[src/rtl/soc_system_lcd_pkg.sv]
// -----------------------------------------------------------------------------
// soc_system_lcd_pkg
// Shared types and constants for the 8080-style LCD bus controller:
//   - FSM state encoding
//   - Avalon-MM register word offsets
//   - TIMING register layout and reset value
//   - command FIFO entry layout {rd, rs, data[15:0]}
//   - STATUS word packing helper
// -----------------------------------------------------------------------------
package soc_system_lcd_pkg;

  typedef enum logic [1:0] {
    ST_IDLE   = 2'd0,
    ST_SETUP  = 2'd1,
    ST_STROBE = 2'd2,
    ST_HOLD   = 2'd3
  } lcd_state_e;

  localparam logic [2:0] ADDR_DATA   = 3'd0;
  localparam logic [2:0] ADDR_CMD    = 3'd1;
  localparam logic [2:0] ADDR_RDREQ  = 3'd2;
  localparam logic [2:0] ADDR_STATUS = 3'd3;
  localparam logic [2:0] ADDR_TIMING = 3'd4;
  localparam logic [2:0] ADDR_IRQ    = 3'd5;

  // Each field is a phase length minus one.
  typedef struct packed {
    logic [3:0] t_h;
    logic [3:0] t_pw;
    logic [3:0] t_su;
  } lcd_timing_t;

  localparam lcd_timing_t TIMING_RESET = 12'h121;

  typedef struct packed {
    logic        rd;
    logic        rs;
    logic [15:0] data;
  } fifo_entry_t;

  function automatic logic [31:0] pack_status(
    input logic       busy,
    input logic       full,
    input logic       empty,
    input logic       rd_valid,
    input logic       overflow,
    input logic [7:0] level
  );
    return {16'h0000, level, 3'b000, overflow, rd_valid, empty, full, busy};
  endfunction

endpackage

[src/rtl/soc_system_lcd_cmd_fifo.sv]
// -----------------------------------------------------------------------------
// soc_system_lcd_cmd_fifo
// Synchronous FIFO of LCD bus transactions.
// Ports:
//   clk, reset         - clock, synchronous active-high reset (flushes)
//   push_i/push_data_i - enqueue request and entry
//   pop_i/pop_data_o   - dequeue request; pop_data_o shows the head entry
//   full_o, empty_o    - occupancy flags
//   level_o            - number of stored entries
// A pop on empty is ignored; a push on full is ignored unless a pop happens
// in the same cycle, in which case both take effect.
// -----------------------------------------------------------------------------
module soc_system_lcd_cmd_fifo
  import soc_system_lcd_pkg::*;
#(
  parameter int FIFO_DEPTH = 8
) (
  input  logic                        clk,
  input  logic                        reset,
  input  logic                        push_i,
  input  fifo_entry_t                 push_data_i,
  input  logic                        pop_i,
  output fifo_entry_t                 pop_data_o,
  output logic                        full_o,
  output logic                        empty_o,
  output logic [$clog2(FIFO_DEPTH):0] level_o
);

  localparam int PTR_W = $clog2(FIFO_DEPTH);
  localparam int LVL_W = PTR_W + 1;

  fifo_entry_t      mem_q [FIFO_DEPTH];
  logic [PTR_W-1:0] wr_ptr_q;
  logic [PTR_W-1:0] rd_ptr_q;
  logic [LVL_W-1:0] count_q;
  logic             do_push_s;
  logic             do_pop_s;

  assign empty_o    = (count_q == '0);
  assign full_o     = (count_q == LVL_W'(FIFO_DEPTH));
  assign do_pop_s   = pop_i & ~empty_o;
  assign do_push_s  = push_i & (~full_o | do_pop_s);
  assign pop_data_o = mem_q[rd_ptr_q];
  assign level_o    = count_q;

  // Entry storage; validity is tracked by count_q so no reset is needed.
  always_ff @(posedge clk) begin
    if (do_push_s) begin
      mem_q[wr_ptr_q] <= push_data_i;
    end
  end

  // Pointers and occupancy count.
  always_ff @(posedge clk) begin
    if (reset) begin
      wr_ptr_q <= '0;
      rd_ptr_q <= '0;
      count_q  <= '0;
    end else begin
      if (do_push_s) begin
        wr_ptr_q <= wr_ptr_q + PTR_W'(1);
      end
      if (do_pop_s) begin
        rd_ptr_q <= rd_ptr_q + PTR_W'(1);
      end
      case ({do_push_s, do_pop_s})
        2'b10:   count_q <= count_q + LVL_W'(1);
        2'b01:   count_q <= count_q - LVL_W'(1);
        default: count_q <= count_q;
      endcase
    end
  end

endmodule

[src/rtl/soc_system_lcd_bus_ctrl.sv]
// -----------------------------------------------------------------------------
// soc_system_lcd_bus_ctrl
// Avalon-MM slave that queues LCD write/command/read transactions and plays
// them out on an 8080-style parallel bus with programmable setup, strobe and
// hold phases.
// Ports:
//   clk, reset                 - clock, synchronous active-high reset
//   address, chipselect,
//   write_n, read_n, writedata - Avalon-MM slave request
//   readdata                   - registered read data (1-cycle latency)
//   lcd_data_out/lcd_data_oe   - bus drive value and tri-state enable
//   lcd_data_in                - bus sample value
//   lcd_rs, lcd_cs_n,
//   lcd_wr_n, lcd_rd_n         - LCD control lines
//   irq                        - only with SOC_SYSTEM_LCD_BUS_CTRL_IRQ_EN
// Build option: define SOC_SYSTEM_LCD_BUS_CTRL_IRQ_EN to add the irq output
// and the IRQ enable register at offset 5.
// -----------------------------------------------------------------------------
module soc_system_lcd_bus_ctrl
  import soc_system_lcd_pkg::*;
#(
  parameter int FIFO_DEPTH = 8
) (
  input  logic        clk,
  input  logic        reset,
  input  logic [2:0]  address,
  input  logic        chipselect,
  input  logic        write_n,
  input  logic        read_n,
  input  logic [31:0] writedata,
  output logic [31:0] readdata,
  output logic [15:0] lcd_data_out,
  output logic        lcd_data_oe,
  input  logic [15:0] lcd_data_in,
  output logic        lcd_rs,
  output logic        lcd_cs_n,
  output logic        lcd_wr_n,
  output logic        lcd_rd_n
`ifdef SOC_SYSTEM_LCD_BUS_CTRL_IRQ_EN
  ,
  output logic        irq
`endif
);

  localparam int LVL_W = $clog2(FIFO_DEPTH) + 1;

  logic             wr_en_s;
  logic             rd_en_s;
  logic             push_s;
  fifo_entry_t      push_entry_s;
  logic             pop_s;
  fifo_entry_t      head_s;
  logic             fifo_full_s;
  logic             fifo_empty_s;
  logic [LVL_W-1:0] fifo_level_s;
  logic             capture_s;
  logic             unused_wdata_s;

  lcd_state_e  state_q, state_d;
  logic [3:0]  cnt_q, cnt_d;
  fifo_entry_t entry_q, entry_d;
  lcd_timing_t tlat_q, tlat_d;
  lcd_timing_t timing_q;
  logic [15:0] rd_data_q;
  logic        rd_valid_q;
  logic        overflow_q;
  logic [31:0] readdata_q, readdata_d;
  logic [15:0] dout_q, dout_d;
  logic        oe_q, oe_d;
  logic        rs_q, rs_d;
  logic        cs_n_q, cs_n_d;
  logic        wr_n_q, wr_n_d;
  logic        rd_n_q, rd_n_d;

  assign wr_en_s        = chipselect & ~write_n;
  assign rd_en_s        = chipselect & ~read_n;
  assign unused_wdata_s = ^writedata[31:16];

  // Strobe phase ends this cycle: the bus value is sampled at this edge.
  assign capture_s = (state_q == ST_STROBE) && (cnt_q == 4'd0) && entry_q.rd;

  // Decode register writes into FIFO pushes.
  always_comb begin
    push_s       = 1'b0;
    push_entry_s = '0;
    if (wr_en_s) begin
      case (address)
        ADDR_DATA: begin
          push_s       = 1'b1;
          push_entry_s = '{rd: 1'b0, rs: 1'b1, data: writedata[15:0]};
        end
        ADDR_CMD: begin
          push_s       = 1'b1;
          push_entry_s = '{rd: 1'b0, rs: 1'b0, data: writedata[15:0]};
        end
        ADDR_RDREQ: begin
          push_s       = 1'b1;
          push_entry_s = '{rd: 1'b1, rs: writedata[0], data: 16'h0000};
        end
        default: begin
          push_s       = 1'b0;
          push_entry_s = '0;
        end
      endcase
    end else begin
      push_s       = 1'b0;
      push_entry_s = '0;
    end
  end

  soc_system_lcd_cmd_fifo #(
    .FIFO_DEPTH (FIFO_DEPTH)
  ) u_fifo (
    .clk         (clk),
    .reset       (reset),
    .push_i      (push_s),
    .push_data_i (push_entry_s),
    .pop_i       (pop_s),
    .pop_data_o  (head_s),
    .full_o      (fifo_full_s),
    .empty_o     (fifo_empty_s),
    .level_o     (fifo_level_s)
  );

  // FSM next state: each phase counts down from its field value to zero.
  always_comb begin
    state_d = state_q;
    cnt_d   = cnt_q;
    pop_s   = 1'b0;
    case (state_q)
      ST_IDLE: begin
        if (!fifo_empty_s) begin
          pop_s   = 1'b1;
          state_d = ST_SETUP;
          cnt_d   = timing_q.t_su;
        end else begin
          state_d = ST_IDLE;
        end
      end
      ST_SETUP: begin
        if (cnt_q == 4'd0) begin
          state_d = ST_STROBE;
          cnt_d   = tlat_q.t_pw;
        end else begin
          cnt_d = cnt_q - 4'd1;
        end
      end
      ST_STROBE: begin
        if (cnt_q == 4'd0) begin
          state_d = ST_HOLD;
          cnt_d   = tlat_q.t_h;
        end else begin
          cnt_d = cnt_q - 4'd1;
        end
      end
      ST_HOLD: begin
        if (cnt_q != 4'd0) begin
          cnt_d = cnt_q - 4'd1;
        end else if (!fifo_empty_s) begin
          // Chain straight into the next transaction with no idle cycle.
          pop_s   = 1'b1;
          state_d = ST_SETUP;
          cnt_d   = timing_q.t_su;
        end else begin
          state_d = ST_IDLE;
          cnt_d   = 4'd0;
        end
      end
      default: begin
        state_d = ST_IDLE;
        cnt_d   = 4'd0;
      end
    endcase
  end

  // Latch the popped entry and the timing in force at pop time.
  always_comb begin
    if (pop_s) begin
      entry_d = head_s;
      tlat_d  = timing_q;
    end else begin
      entry_d = entry_q;
      tlat_d  = tlat_q;
    end
  end

  // Bus outputs from next state so the registered pins line up with the FSM.
  always_comb begin
    cs_n_d = 1'b1;
    rs_d   = 1'b0;
    wr_n_d = 1'b1;
    rd_n_d = 1'b1;
    oe_d   = 1'b0;
    dout_d = 16'h0000;
    if (state_d != ST_IDLE) begin
      cs_n_d = 1'b0;
      rs_d   = entry_d.rs;
      oe_d   = ~entry_d.rd;
      dout_d = entry_d.rd ? 16'h0000 : entry_d.data;
      if (state_d == ST_STROBE) begin
        wr_n_d = entry_d.rd;
        rd_n_d = ~entry_d.rd;
      end else begin
        wr_n_d = 1'b1;
        rd_n_d = 1'b1;
      end
    end else begin
      cs_n_d = 1'b1;
    end
  end

  // FSM state, latched transaction and registered bus pins.
  always_ff @(posedge clk) begin
    if (reset) begin
      state_q <= ST_IDLE;
      cnt_q   <= 4'd0;
      entry_q <= '0;
      tlat_q  <= TIMING_RESET;
      cs_n_q  <= 1'b1;
      rs_q    <= 1'b0;
      wr_n_q  <= 1'b1;
      rd_n_q  <= 1'b1;
      oe_q    <= 1'b0;
      dout_q  <= 16'h0000;
    end else begin
      state_q <= state_d;
      cnt_q   <= cnt_d;
      entry_q <= entry_d;
      tlat_q  <= tlat_d;
      cs_n_q  <= cs_n_d;
      rs_q    <= rs_d;
      wr_n_q  <= wr_n_d;
      rd_n_q  <= rd_n_d;
      oe_q    <= oe_d;
      dout_q  <= dout_d;
    end
  end

  // Software-visible registers: TIMING, overflow flag, read capture.
  always_ff @(posedge clk) begin
    if (reset) begin
      timing_q   <= TIMING_RESET;
      overflow_q <= 1'b0;
      rd_data_q  <= 16'h0000;
      rd_valid_q <= 1'b0;
    end else begin
      if (wr_en_s && (address == ADDR_TIMING)) begin
        timing_q <= writedata[11:0];
      end
      // A dropped push wins over a simultaneous clear.
      if (push_s && fifo_full_s && !pop_s) begin
        overflow_q <= 1'b1;
      end else if (wr_en_s && (address == ADDR_STATUS) && writedata[4]) begin
        overflow_q <= 1'b0;
      end
      if (capture_s) begin
        rd_data_q  <= lcd_data_in;
        rd_valid_q <= 1'b1;
      end else if (rd_en_s && (address == ADDR_DATA)) begin
        rd_valid_q <= 1'b0;
      end
    end
  end

`ifdef SOC_SYSTEM_LCD_BUS_CTRL_IRQ_EN
  logic [1:0] irq_en_q;
  logic       irq_q;

  // IRQ enables and registered interrupt line.
  always_ff @(posedge clk) begin
    if (reset) begin
      irq_en_q <= 2'b00;
      irq_q    <= 1'b0;
    end else begin
      if (wr_en_s && (address == ADDR_IRQ)) begin
        irq_en_q <= writedata[1:0];
      end
      irq_q <= (irq_en_q[0] & fifo_empty_s & (state_q == ST_IDLE)) |
               (irq_en_q[1] & rd_valid_q);
    end
  end

  assign irq = irq_q;
`endif

  // Read data mux, evaluated every cycle.
  always_comb begin
    readdata_d = 32'h0000_0000;
    case (address)
      ADDR_DATA:   readdata_d = {16'h0000, rd_data_q};
      ADDR_STATUS: readdata_d = pack_status((state_q != ST_IDLE) | ~fifo_empty_s,
                                            fifo_full_s, fifo_empty_s, rd_valid_q,
                                            overflow_q, 8'(fifo_level_s));
      ADDR_TIMING: readdata_d = {20'h00000, timing_q};
`ifdef SOC_SYSTEM_LCD_BUS_CTRL_IRQ_EN
      ADDR_IRQ:    readdata_d = {30'h0, irq_en_q};
`endif
      default:     readdata_d = 32'h0000_0000;
    endcase
  end

  // Registered read data.
  always_ff @(posedge clk) begin
    if (reset) begin
      readdata_q <= 32'h0000_0000;
    end else begin
      readdata_q <= readdata_d;
    end
  end

  assign readdata     = readdata_q;
  assign lcd_data_out = dout_q;
  assign lcd_data_oe  = oe_q;
  assign lcd_rs       = rs_q;
  assign lcd_cs_n     = cs_n_q;
  assign lcd_wr_n     = wr_n_q;
  assign lcd_rd_n     = rd_n_q;

endmodule

[config.mk]
export PLATFORM = sky130hd
export DESIGN_NAME = soc_system_lcd_bus_ctrl
export DESIGN_NICKNAME = d
export VERILOG_FILES = /design/src/rtl/soc_system_lcd_pkg.sv /design/src/rtl/soc_system_lcd_cmd_fifo.sv /design/src/rtl/soc_system_lcd_bus_ctrl.sv
export SDC_FILE = /design/constraint.sdc
export NUM_CORES = 1
export LEC_CHECK = 0
export ABC_AREA = 1
export BUFFER_PORTS_ARGS = -buffer_cell sky130_fd_sc_hd__buf_2
export CAP_MARGIN = 20
export CELL_PAD_IN_SITES_DETAIL_PLACEMENT = 0
export CELL_PAD_IN_SITES_GLOBAL_PLACEMENT = 2
export CORE_MARGIN = 4
export CORE_UTILIZATION = 37
export DETAILED_ROUTE_END_ITERATION = 7
export GPL_ROUTABILITY_DRIVEN = 0
export PLACE_DENSITY_LB_ADDON = 0.05
export REMOVE_ABC_BUFFERS = 1
export SLEW_MARGIN = 20
export SYNTH_ARGS = -nofsm -noshare
export SYNTH_HDL_FRONTEND = slang
export SYNTH_SLANG_ARGS = --single-unit
[constraint.sdc]
create_clock -name clk -period 4.5 [get_ports clk]
set_input_delay 0.9 -clock clk [delete_from_list [all_inputs] [get_ports clk]]
set_output_delay 0.9 -clock clk [all_outputs]
set_load 0.005 [all_outputs]
==> results.md <==
- I/O pins: 109
- Worst clock skew: 0.0132 ns
- First-pass GRT wire length: 40,400 um
- Number of synthesized register bits: 256
- Area occupied by registers: 6570 sq um
- IO Port Bufs: 76
- Clk_lat worst skew: 0.55 ns
- Hold Path Class: reg -> reg
- YS warnings: 0
- CP max FO: 18
- DRC: 0
- Clock tree from TritonCTS: yes
- Area of the die: 30,500 sq um
- Final ANT Viol Nets: 0
- Least-Margin Pin Slew: 1.03 ns
- Hold buffers post-CTS: 0
- Clock Sinks: 256
- Area Overhead vs Synth: 16.3%
- Setup slack, reg-to-reg: 1.61 ns
- Max stage delay on crit path: 0.40 ns
- Post-route insts no fill: 1,509
- Global Route Usage Sum: 0.169
- Post-Syn Area: 10,300 sq um
- Commonest register cell after synthesis: edfxtp_1
- DRT iter0 DRCs: 383
- Final nets: 1,179
- IR drop worst, VDD: 0.279 mV
- Root Buffer: clkbuf_16
- Post CTS Setup Buffer Count: 0
- Leakage power: 4.64 nW
- PwrDens: 593 nW/um^2
- Vias: 7,151
- Total wire length: 26,200 um
- Yosys top cell area share: 0.420
- Die width: 175 um
- TNS Setup: 0 ns
- FF-to-FF End: u_fifo.mem_q[4][1]
- Pin count of the biggest net entering global routing: 64
- Worst hold stages: 2
- WP data arrival: 3.09 ns
- Final setup viols: 0
- Register-to-Register Path Depth: 9
- Synth top area cells: edfxtp_1 42%, dfxtp_1 22%, o21ai_0 6.1%, nor2_1 5.3%, nand2_1 4.5%
- Mapped Cells: 1,040
- Slew Viols, Final: 0
- Final hold violation count: 0
- Filler instances: 2,684
- Final min period: 2.89 ns
- WL per Instance: 17.3 um
- Number of synthesized flops with an enable pin: 144
- Synthesized area per cell: 9.89 sq um
- Cts repair resizes: 0
- H-tree Lvls: 1
- CP endpoint kind: flip-flop
- Met1 Use GR: 0.244
- Core area: 27,200 sq um
- Hold endpoint: rd_data_q[7]
- CP most frequent cell: nand2_1
- CTS buffer count: 29
- Initial Util: 0.378
- Hold path startpoint: rd_data_q[7]
- Leading area contributor after synthesis: edfxtp_1
- Vias/cell: 4.74
- Crit path required time: 4.70 ns
- Detail Placement HPWL: 16,000 um
- Crit path max-delay cell type: dfxtp_1
- Clock slew at reported path FFs: 0.06 ns
- Nature of the critical path startpoint: flip-flop
- Number of global-route vias before repair: 7,014
- Critical path class: reg -> reg
- Site row count: 60
- FMAX: 0.346 GHz
- GR Util met2: 0.272
- Reg-to-Reg Start: state_q[1]
- Multi-input gate area: 3020 sq um
- Ys async rst share: 0
- Initial antenna violation count: 1
- Drt pass-1 iters: 5
- Netlist cell types: 36
- Busiest grt layer: met2
- RSZ-0062 raised after global routing: no
- Max cap viols: 0
- Outcome: finished clean
- Layout cell share with drive strength beyond 1: 0.159
- Chip Height: 175 um
- Sequential area share after synthesis: 0.638
- Total global routing overflow: 0
- DP Cell Count: 1,454
- Relative slew margins: 0.308
- Met3 Usage GRT: 0.0247
- Part of the cycle the worst path needs: 0.643
- Critical path, cell by cell: ha_1 > nand3_1 > nand2_1 > nand2_2 > nand2_1 > nand2_1 > or2_2 > nor2_1 > buf_4
- Clock Path Buffers: 3
-- how the worst max path moves through the flow --
stage	startpoint	endpoint	slack, ns	depth (start not counted)
after floorplan	write_n	u_fifo.mem_q[2][0]	0.81	8
after global placement	write_n	u_fifo.mem_q[4][12]	1.28	11
after detailed placement	write_n	u_fifo.mem_q[4][12]	1.28	11
after CTS	state_q[1]	u_fifo.mem_q[4][1]	1.57	9
after global routing	state_q[0]	u_fifo.mem_q[3][1]	1.35	8
final	state_q[1]	u_fifo.mem_q[4][1]	1.61	9
-- worst max-delay path, delay by kind of cell, from the launching register on --
family,cells,cell delay [ns]
buffers and inverters,1,0.36
adders and majority gates,1,0.33
DFF,1,0.40
and+or+nand+nor,7,1.44
-- metrics by stage --
stage	area (sq um)	setup slack [ns]	total power, mW	hold slack (ns)	util
final	12000	1.61	7.08	0.445	0.440
after detailed placement	11000	1.28	4.83	0.437	0.405
after global routing	12000	1.35	7.59	0.464	0.440
after CTS	11900	1.57	7.18	0.448	0.440
after global placement	11000	1.28	4.84	0.434	0.404
after floorplan	9990	0.805	4.14	0.422	-
-- cells in the final DEF (no fill, tap or decap), types with 5 or more instances in the layout --
| cell | netlist | final |
|---|---|---|
| a21oi_1 | 72 | 72 |
| buf_2 | 14 | 76 |
| buf_4 | 16 | 19 |
| clkbuf_16 | 0 | 29 |
| clkinv_2 | 0 | 8 |
| conb_1 | 1 | 16 |
| dfxtp_1 | 112 | 110 |
| edfxtp_1 | 144 | 144 |
| ha_1 | 10 | 10 |
| inv_1 | 98 | 98 |
| inv_2 | 11 | 11 |
| nand2_1 | 123 | 123 |
| nand3_1 | 43 | 42 |
| nor2_1 | 146 | 145 |
| nor2_2 | 9 | 10 |
| nor3_1 | 7 | 5 |
| o211ai_1 | 38 | 38 |
| o21ai_0 | 125 | 125 |
| o221ai_1 | 5 | 5 |
| o22ai_1 | 5 | 5 |
-- cell usage after synthesis (2+ instances only) --
cell	count
dfxtp_1	112
or2_2	2
clkinv_1	3
o221ai_1	5
nor3_1	7
clkbuf_1	32
o211ai_1	38
a21oi_1	72
buf_2	14
edfxtp_1	144
ha_1	10
buf_4	16
nor2_1	146
and3_1	2
nor2_2	9
nand2_2	2
o21ai_0	125
buf_6	3
inv_1	98
nand3_1	43
nand4_1	4
inv_2	11
o22ai_1	5
nand2_1	123
buf_1	3
-- per-layer routing --
layer	wire [um]	up-vias	share of wire
li1	-	3640	-
met1	12800	3355	0.49
met2	11900	127	0.46
met3	962	29	0.037
met4	504	0	0.019
met5	0	-	0
-- cell families (layout without fill, tap and decap cells) --
logic type / count (synthesis) / count (layout) / synth area share
compound gates: 250 / 250 / 0.135
xor+xnor: 1 / 1 / 0.000852
flops: 256 / 256 / 0.638
simple gates: 342 / 342 / 0.138
other cells: 1 / 17 / 0.000365
fa+ha+maj: 10 / 10 / 0.0122
buf+inv: 180 / 261 / 0.0754
-- power breakdown --
group / internal (mW) / switching (mW) / leakage [nW]
clock network: 1.40 / 0.929 / 0.480
logic: 0.579 / 1.35 / 1.92
registers: 2.69 / 0.143 / 2.24
-- state kept, by name, indices dropped and copies added, names as in the netlist, 2 cells and up, named ones only --
| name | cells |
|---|---|
| lcd_data_out | 16 |
| rd_data_q | 16 |
| readdata | 16 |
| u_fifo.wr_ptr_q | 3 |
| u_fifo.level_o | 4 |
| cnt_q | 4 |
| timing_q | 12 |
| state_q | 2 |
| u_fifo.rd_ptr_q | 3 |
| entry_q | 18 |
| tlat_q | 8 |
| u_fifo.mem_q | 144 |
-- final cells by class --
cell class	count	share of cell area
flip-flops and latches	256	0.549
multi-input cells	619	0.253
clock buffers	38	0.0655
repair buffers	95	0.0437
well taps	372	0.0389
inverters	112	0.0352
clock inverters	16	0.0142
diodes	1	0.000209
(Power assumes the default switching activity.)
